$ cat src/rtl/fifo_stream_reader.sv
// Read-side adapter: pops a 1-cycle-latency FIFO into a valid/ready stream through a 2-entry skid buffer, framing fixed-length packets.
// Optional build macro FIFO_RD_PARITY_EN adds an even-parity output (m_parity) stored with each buffered word.
module fifo_stream_reader #(
  parameter int DATA_W  = 8,
  parameter int PKT_LEN = 4
) (
  input  logic              clk,
  input  logic              reset,
  input  logic              enable,
  input  logic              fifo_empty,
  output logic              fifo_rd,
  input  logic [DATA_W-1:0] fifo_rdata,
  output logic              m_valid,
  input  logic              m_ready,
  output logic [DATA_W-1:0] m_data,
  output logic              m_last,
`ifdef FIFO_RD_PARITY_EN
  output logic              m_parity,
`endif
  output logic              busy
);

  localparam int BEAT_W = (PKT_LEN > 1) ? $clog2(PKT_LEN) : 1;
  localparam logic [BEAT_W-1:0] LAST_BEAT = BEAT_W'(PKT_LEN - 1);

  if (PKT_LEN < 1 || PKT_LEN > 256) begin : g_pkt_len_check
    $error("fifo_stream_reader: PKT_LEN must be in 1..256");
  end

  logic [1:0]        buf_cnt;
  logic              inflight;
  logic [BEAT_W-1:0] beat;
  logic [DATA_W-1:0] data_q [2];
`ifdef FIFO_RD_PARITY_EN
  logic              par_q  [2];
`endif

  logic       pop;
  logic       capture;
  logic       tail_idx;
  logic [2:0] occupancy;

  assign pop     = m_valid & m_ready;
  assign capture = inflight;

  // Slots committed after this edge: stored words plus the word in flight, minus the one leaving.
  assign occupancy = {1'b0, buf_cnt} + {2'b00, inflight} - {2'b00, pop};
  assign fifo_rd   = enable & ~fifo_empty & ~reset & (occupancy < 3'd2);

  // Tail slot after any pop-induced shift of entry 1 into entry 0.
  assign tail_idx = (buf_cnt == 2'd2) || ((buf_cnt == 2'd1) && !pop);

  // NOTE: sequential state uses non-blocking assignments only, so every register
  // samples pre-edge values regardless of statement order inside the block.
  always_ff @(posedge clk) begin
    if (reset) begin
      inflight <= 1'b0;
      buf_cnt  <= 2'd0;
      beat     <= '0;
    end else begin
      inflight <= fifo_rd;
      case ({capture, pop})
        2'b10:   buf_cnt <= buf_cnt + 2'd1;
        2'b01:   buf_cnt <= buf_cnt - 2'd1;
        default: buf_cnt <= buf_cnt;
      endcase
      if (pop) beat <= (beat == LAST_BEAT) ? '0 : beat + 1'b1;
    end
  end

  // NOTE: the buffer storage is reset too, because its head drives m_data and that
  // output must read zero during reset; a plain RAM-style array would not need it.
  always_ff @(posedge clk) begin
    if (reset) begin
      data_q[0] <= '0;
      data_q[1] <= '0;
    end else begin
      if (pop)     data_q[0]        <= data_q[1];
      if (capture) data_q[tail_idx] <= fifo_rdata;
    end
  end

`ifdef FIFO_RD_PARITY_EN
  always_ff @(posedge clk) begin
    if (reset) begin
      par_q[0] <= 1'b0;
      par_q[1] <= 1'b0;
    end else begin
      if (pop)     par_q[0]        <= par_q[1];
      if (capture) par_q[tail_idx] <= ^fifo_rdata;
    end
  end

  assign m_parity = par_q[0];
`endif

  assign m_valid = (buf_cnt != 2'd0);
  assign m_data  = data_q[0];
  assign m_last  = m_valid & (beat == LAST_BEAT);
  assign busy    = inflight | (buf_cnt != 2'd0);

endmodule

$ cat config.mk
export PLATFORM = sky130hd
export DESIGN_NAME = fifo_stream_reader
export DESIGN_NICKNAME = d
export VERILOG_FILES = /design/src/rtl/fifo_stream_reader.sv
export SDC_FILE = /design/constraint.sdc
export NUM_CORES = 1
export LEC_CHECK = 0
export ABC_CLOCK_PERIOD_IN_PS = 3200
export CAP_MARGIN = 5
export CELL_PAD_IN_SITES_DETAIL_PLACEMENT = 0
export CELL_PAD_IN_SITES_GLOBAL_PLACEMENT = 1
export CORE_MARGIN = 4
export CORE_UTILIZATION = 48
export CTS_CLUSTER_DIAMETER = 80
export DETAILED_ROUTE_END_ITERATION = 8
export DONT_BUFFER_PORTS = 1
export GPL_TIMING_DRIVEN = 0
export PLACE_DENSITY_LB_ADDON = 0.2
export SLEW_MARGIN = 20
export SYNTH_ARGS = -nofsm -noshare
export SYNTH_HDL_FRONTEND = slang
export SYNTH_SLANG_ARGS = --single-unit
$ cat constraint.sdc
create_clock -name clk -period 3.2 [get_ports clk]
set_input_delay 0.16 -clock clk [delete_from_list [all_inputs] [get_ports clk]]
set_output_delay 0.16 -clock clk [all_outputs]
set_load 0.1 [all_outputs]
Yosys cells after proc, flatten, opt, wreduce, memory -nomap -nowiden
Memory sizes are Yosys's and may differ from the RTL's. Cells that the tools add are included.

Memories kept: 1. Output and inout bits: 12. Input bits: 13. Register bits after elaboration: 5. Memory bits (writable): 16.

Memories: data_q (depth 2, width 8, read ports 2, clocked after memory_dff 0, wr ports 2, RTL line 33) `logic [DATA_W-1:0] data_q [2];`.

Add/subtract/negate cells: 5. $lt $le $gt $ge: 1. Mux-type cells: 14. Bitwise gates (word level): 9. Reductions and logical operators: 6. Equal/unequal tests: 5.

Operators with widths (count): $mux 8 (2); $mux 1 (10); $reduce_or 8->1 (1); $eq 2x2->1 const B (3); $and 1x1->1 (5); $add 2x1->2 const B (2); $eq 2x1->1 const B (2); $pmux 2 s2 (1); $reduce_bool 2->1 (2); $add 2x1->3 (1); $lt 3x2->1 const B (1); $sub 3x1->3 (1); $mux 2 (1); $not 1->1 (2); $or 1x1->1 (2); $sub 2x1->2 const B (1); $logic_and 1x1->1 (1); $logic_not 1->1 (1); $logic_or 1x1->1 (1).

Depth between registers and ports, before layout
Gate-level depths: netlist of the first run.

Depth in word-level cells: 6. Gate-level depth with buffers: 9. Depth with buffers taken out: 8.

Worst setup path before layout of the first run
No wires, ideal clock.

Path kind: reg-to-output. From: register buf_cnt[1]. To: output port fifo_rd. Arrival: 3634 ps. Cell stages (with the launch flop): 10. Setup slack: -594 ps. Cells stage by stage: dfxtp_1 inv_1 ha_1 nand2b_1 buf_4 xnor2_1 nand2_1 fa_1 or4bb_2 nor2_1.

Word-level cells in the longest chain between the ends: 5. Elaborated cells between the ends (all ways): 6. Those cells by class: add/sub: 2; order compare: 1; bitwise: 2; reduce/logical: 1.

RTL lines: from (decl) (RTL line 30) `logic [1:0] buf_cnt;`; from (signal assigned) (RTL line 63) `2'b10: buf_cnt <= buf_cnt + 2'd1;`; from (signal assigned) (RTL line 64) `2'b01: buf_cnt <= buf_cnt - 2'd1;`; from (signal assigned) (RTL line 65) `default: buf_cnt <= buf_cnt;`; branches (longest 2 deep; another with $add 2x1->3); $sub 3x1->3 (*) (RTL line 47) `assign occupancy = {1'b0, buf_cnt} + {2'b00, inflight} - {2'b00, pop};`; $lt 3x2->1 (*) (RTL line 48) `assign fifo_rd = enable & ~fifo_empty & ~reset & (occupancy < 3'd2);`; $and 1x1->1 (*) (RTL line 48); to (decl) (RTL line 11) `output logic fifo_rd,`.

Every way passes the cells marked *.

Worst setup path after layout of the first run
Ends and elaborated chain as after synthesis.

==> impl_metrics.tcl, run 1 <==
set metrics [dict create \
    r2r_cells 9 \
    yosysWarnings 0 \
    min_to "buf_cnt[1]" \
    netlist_instances 82 \
    hold_path_class "primary input to flip-flop" \
    die_w_um 54.9 \
    critical_path_peak_fanout 7 \
    grt_use_total_pct 13.5 \
    h-tree-depth 1 \
    io_buffer_count 0 \
    ys_seq_area_share_pct 55.1 \
    grt_max_degree 14 \
    wire_per_inst_um 14.8 \
    end_kind "output port" \
    synth_top_family_by_area "simple AND/OR/NAND/NOR gates" \
    fin_area_mm2 0.00119 \
    synth_flop_cell "edfxtp_1" \
    drc 0 \
    async_flop_share_pct 0 \
    drv_cap 0 \
    required_ns 3.04 \
    via_count 624 \
    insertedDiodeCount 0 \
    syn-cell-area_mm2 0.00105 \
    start_util_pct 52.1 \
    switchingPower_mw 0.600 \
    maxSlewViolCount 0 \
    fin_util_pct 58.8 \
    grt_pass1_wl_um 2730 \
    hold_violations 0 \
    die_y_um 54.9 \
    cts-root-buf "clkbuf_4" \
    rsz0062_at_grt "false" \
    io_pins 25 \
    cts_buffer_depth 2 \
    worst_pin_slew_ns 1.05 \
    gp_congestion 0.761 \
    reg2reg_to "capture" \
    pwr-share-clk_pct 11.3 \
    grt_pass1_vias 632 \
    post-route-period-util_pct 96.1 \
    postRouteAntennaNets 0 \
    swShare_pct 52.4 \
    yosys.area_share.simple_pct 18.3 \
    p_per_area_mw_per_mm2 963 \
    synth_enable_flop_cells 16 \
    cts_num_sinks 21 \
    max_slew_margin_pct 29.6 \
    synth-seq-cells 21 \
    cp.arrival_ns 2.92 \
    p_leak_nw 0.436 \
    syn_nets 100 \
    design.core.area_mm2 0.00202 \
    skew_ns 0.00304 \
    cts_tree "built" \
    critPathKind "flip-flop to output port" \
    pwr-share-seq_pct 47.3 \
    die_area_mm2 0.00301 \
    setup_viol 0 \
    path_clk_slew_ns 0.11 \
    fmax_ghz 0.325 \
    cts_hold_buf 0 \
    dr.pass1.iters 3 \
    holdCritStartpoint "reset" \
    place_area_mm2 0.00110 \
    rows 16 \
    intPower_mw 0.545 \
    r2r_slack_ns 0.93 \
    muxShareOfSynthArea_pct 2.02 \
    total_power_mw 1.15 \
    post_drt_via_cell_ratio 5.33 \
    areaGrowthSynthToFinish_pct 12.8 \
    antenna_found_initial 0 \
    start_kind "flip-flop" \
    synth_adder_area_share_pct 6.65 \
    clk_latency_ns 0.31 \
    ir_drop_mv 0.536 \
    p_comb_share_pct 41.3 \
    yosys.area_share.xor_xnor_pct 1.66 \
    synthDistinctLibCells 29 \
    setup_tns_ns 0 \
    cts-buffers-inserted 3 \
    r2r-start "buf_cnt[1]" \
    fillCellCount 175 \
    min_period_ns 3.08 \
    synth_compound_area_share_pct 11.6 \
    nets 109 \
    drt-initial-drc-count 10 \
    drive_gt1_share_pct 27.8 \
    wirelength_um 1730 \
    dp_hpwl_um 1270 \
    holdPathStages 2 \
    globalRouteOverflowTotal 0 \
    outcome "complete, no violations" \
    avgSynthCellArea_um2 12.8 \
]
==> cell usage after synthesis (2+ instances only) <==
master / count / area share, %
nor2b_1: 3 / 1.8
buf_6: 2 / 2.1
buf_4: 2 / 1.4
nor3b_1: 8 / 5.7
nor2_1: 8 / 2.9
nand2_1: 3 / 1.1
edfxtp_1: 16 / 46
nand2b_1: 2 / 1.2
dfxtp_1: 5 / 9.5
a22o_1: 8 / 6.7
inv_1: 3 / 1.1
ha_1: 4 / 4.8
or3_1: 2 / 1.2
==> cell type report <==
class | instances | area, um^2 | area share [%]
Buffer | 4 | 41.3 | 3.47
Clock buffer | 3 | 22.5 | 1.89
Clock inverter | 1 | 7.51 | 0.632
Inverter | 3 | 11.3 | 0.947
Multi-Input combinational cell | 54 | 457 | 38.4
Sequential cell | 21 | 586 | 49.3
Tap cell | 27 | 33.8 | 2.84
Timing Repair Buffer | 4 | 30.0 | 2.53
==> repair_timing <==
action | 4_1_cts | 5_1_grt
resized for setup | 8 | 1
setup endpoints to repair | 1 | 1
pin swaps | 2 | 5
buffers inserted | 3 | 1
==> critical path, cell delays in order (launching register included) <==
cell and delay [ns]:
dfxtp_4 0.36, inv_1 0.08, ha_4 0.17, nand2b_1 0.15
buf_6 0.15, xnor2_2 0.14, nand2_1 0.09, fa_1 0.49
or4bb_4 0.48, nor2_4 0.52
==> metal layers <==
| metal | wire (um) | track usage (%) | vias up |
|---|---|---|---|
| li1 | - | - | 313 |
| met1 | 809 | 16.0 | 289 |
| met2 | 808 | 21.3 | 18 |
| met3 | 65 | 4.09 | 4 |
| met4 | 48 | 7.88 | 0 |
| met5 | 0 | 0 | - |
==> power by group through the flow <==
stage | logic, mW | registers, mW | clock network, mW
after floorplan | 0.365 | 0.547 | 0
after global placement | 0.402 | 0.551 | 0
after detailed placement | 0.409 | 0.554 | 0
after CTS | 0.469 | 0.542 | 0.137
after global routing | 0.515 | 0.547 | 0.151
final | 0.473 | 0.542 | 0.130
==> worst max path at each step <==
| stage | slack [ns] | startpoint | end |
|---|---|---|---|
| floorplan | 0.14 | buf_cnt[1] | fifo_rd |
| global placement | 0.02 | buf_cnt[1] | fifo_rd |
| detailed placement | -0.08 | buf_cnt[1] | fifo_rd |
| CTS | 0.009 | buf_cnt[0] | fifo_rd |
| global route | 0.01 | buf_cnt[1] | fifo_rd |
| finish | 0.12 | buf_cnt[1] | fifo_rd |
==> registers in the layout, indices dropped and copies added, names as in the netlist <==
| name | flops |
|---|---|
| capture | 1 |
| beat | 2 |
| data_q | 16 |
| buf_cnt | 2 |
==> cells by family (layout without fill, tap and decap cells) <==
family,count (synthesis),after routing
buffers and inverters,7,15
AO/OA/AOI/OAI,14,14
XOR/XNOR,2,2
multiplexers,2,2
AND/OR/NAND/NOR,31,31
adder cells (fa/ha/maj),5,5
flip-flops,21,21
==> stage by stage <==
step                      worst slack [ns]  instances  hold WS, ns
final                                0.124        117       0.0420
after global routing                0.0124        117       0.0223
after CTS                          0.00913        116       0.0332
after detailed placement           -0.0844        109        0.369
after global placement              0.0231        109        0.371
after floorplan                      0.139         82        0.348
==> cells in the final DEF, fill, tap and decap left out, types with 3 or more instances in the layout <==
master    netlist  routed
edfxtp_1       16      16
a22o_1          8       8
nor3b_1         8       8
nor2_1          8       7
buf_4           2       5
buf_6           2       3
nand2_1         3       3
ha_1            4       3
dfxtp_1         5       3
clkbuf_4        0       3
Power figures use the tool's default switching activity.
==> inputs of run 2 (changes only) <==
--- a/config.mk
+++ b/config.mk
@@ -5,9 +5,8 @@
 export SDC_FILE = /design/constraint.sdc
 export NUM_CORES = 1
 export LEC_CHECK = 0
-export ABC_CLOCK_PERIOD_IN_PS = 3200
 export CAP_MARGIN = 5
-export CELL_PAD_IN_SITES_DETAIL_PLACEMENT = 0
+export CELL_PAD_IN_SITES_DETAIL_PLACEMENT = 1
 export CELL_PAD_IN_SITES_GLOBAL_PLACEMENT = 1
 export CORE_MARGIN = 4
 export CORE_UTILIZATION = 48
==> run 2 against run 1 <==
Die area did not move; worst setup slack got worse by 0.021 ns; power rose by 5.9%; clock-buffer cell count did not move; clock skew rose by 0.0045 ns; sequential share of layout area fell by 1.0 points; non-clock buffer count rose by 4; register-to-register slack improved by 0.02 ns; critical endpoint unchanged; final cell count rose by 3.4%.
==> impl_metrics.tcl, run 2 (same netlist as run 1, synthesis figures left out) <==
set metrics [dict create \
    rows 16 \
    drt-initial-drc-count 18 \
    die_area_mm2 0.00301 \
    gp_congestion 0.761 \
    outcome "complete, no violations" \
    grt_pass1_wl_um 3480 \
    cts_buffer_depth 2 \
    regMostFlops "data_q" \
    io_buffer_count 0 \
    top_regs "data_q x16, beat x2, buf_cnt x2" \
    drc 0 \
    rsz0062_at_grt "false" \
    dp_hpwl_um 1590 \
    critical_path_peak_fanout 5 \
    die_y_um 54.9 \
    globalRouteOverflowTotal 0 \
    fin_util_pct 60.3 \
    hold_path_class "primary input to flip-flop" \
    slowest_stage "nor2_4" \
    clk_latency_ns 0.32 \
    insertedDiodeCount 0 \
    holdWs_ns 0.0256 \
    cts-root-buf "clkbuf_4" \
    grt_pass1_vias 734 \
    skew_ns 0.00756 \
    die_w_um 54.9 \
    h-tree-depth 1 \
    setup_viol 0 \
    required_ns 3.04 \
    wire_per_inst_um 18.9 \
    end_kind "output port" \
    cp.arrival_ns 2.94 \
    final_common_cell "edfxtp_1" \
    io_pins 25 \
    cts_hold_buf 0 \
    crit_family "simple AND/OR/NAND/NOR gates" \
    via_count 683 \
    critPathMaxStageDelay_ns 0.53 \
    start_util_pct 52.1 \
    maxSlewViolCount 0 \
    p_leak_nw 0.460 \
    cts_num_sinks 21 \
    final_cell_mix "edfxtp_1 (16), buf_4 (9), a22o_1 (8), nor3b_1 (8), nor2_1 (7)" \
    cts_tree "built" \
    dr.pass1.iters 4 \
    worstPathCellList "inv_2 -> ha_4 -> nand2b_1 -> buf_6 -> xnor2_2 -> nand2_1 -> fa_1 -> or4bb_4 -> nor2_4" \
    setup_tns_ns 0 \
    max_slew_margin_pct 29.2 \
    worst_pin_slew_ns 1.06 \
    postRouteAntennaNets 0 \
    hold_violations 0 \
    min_period_ns 3.10 \
    post_drt_via_cell_ratio 5.64 \
    grt_use_total_pct 18.2 \
    setup_slack_ns 0.103 \
    critPathKind "flip-flop to output port" \
    areaGrowthSynthToFinish_pct 15.7 \
    layout.area.seq_um2 588 \
    p_per_area_mw_per_mm2 995 \
    largest_reg_flops 16 \
    grt_max_degree 13 \
    path_clk_slew_ns 0.13 \
    instances_no_fill 121 \
    fillCellCount 215 \
    antenna_found_initial 0 \
    dp_cells 109 \
    place_ws_ns -0.120 \
    post-route-period-util_pct 96.8 \
    wirelength_um 2290 \
    crit_buf_inv 2 \
    drive_gt1_share_pct 31.9 \
    multiInputGateArea_um2 457 \
    fmax_ghz 0.323 \
    cts-buffers-inserted 3 \
    start_kind "flip-flop" \
    design.core.area_mm2 0.00202 \
    drv_cap 0 \
    ir_drop_mv 0.564 \
    nets 113 \
]
-- run 2: area by class of cell --
cell class              instances  share of cell area, %
plain buffers                   4                   3.39
repair buffers                  8                   4.93
flip-flops and latches         21                   48.3
clock buffers                   3                   1.85
well taps                      27                   2.77
inverters                       3                  0.924
multi-input cells              54                   37.5
clock inverters                 1                  0.411
-- run 2: what timing repair did --
action / CTS / global route
endpoints found under the setup margin: 1 / 1
buffers inserted: 6 / 2
resized for setup: 9 / 2
pin swaps: 4 / 4
-- run 2: through the flow --
stage	total power [mW]	area, um^2
2_1_floorplan	0.912	1060
3_3_place_gp	0.953	1090
3_5_place_dp	0.980	1100
4_1_cts	1.19	1200
5_1_grt	1.27	1220
6_report	1.21	1220
-- run 2: power by group --
| group | internal (mW) | switching, mW |
|---|---|---|
| Sequential | 0.355 | 0.192 |
| Clock | 0.0469 | 0.0909 |
| Combinational | 0.174 | 0.354 |
-- run 2: worst paths after layout --
kind	start	to	slack, ns	cells past startpoint
worst max-delay path	buf_cnt[1]	fifo_rd	0.10	9
worst min-delay path	reset	beat[1]	0.03	2
worst max register to register	buf_cnt[1]	capture	0.95	9
worst min register to register	beat[1]	beat[1]	0.47	2
-- run 2: routing by layer --
layer  GRT usage [%]  share of wire [%]
met1            19.3                 40
met2            30.9                 52
met3            3.81                3.5
met4            14.5                4.2
met5               0                  0
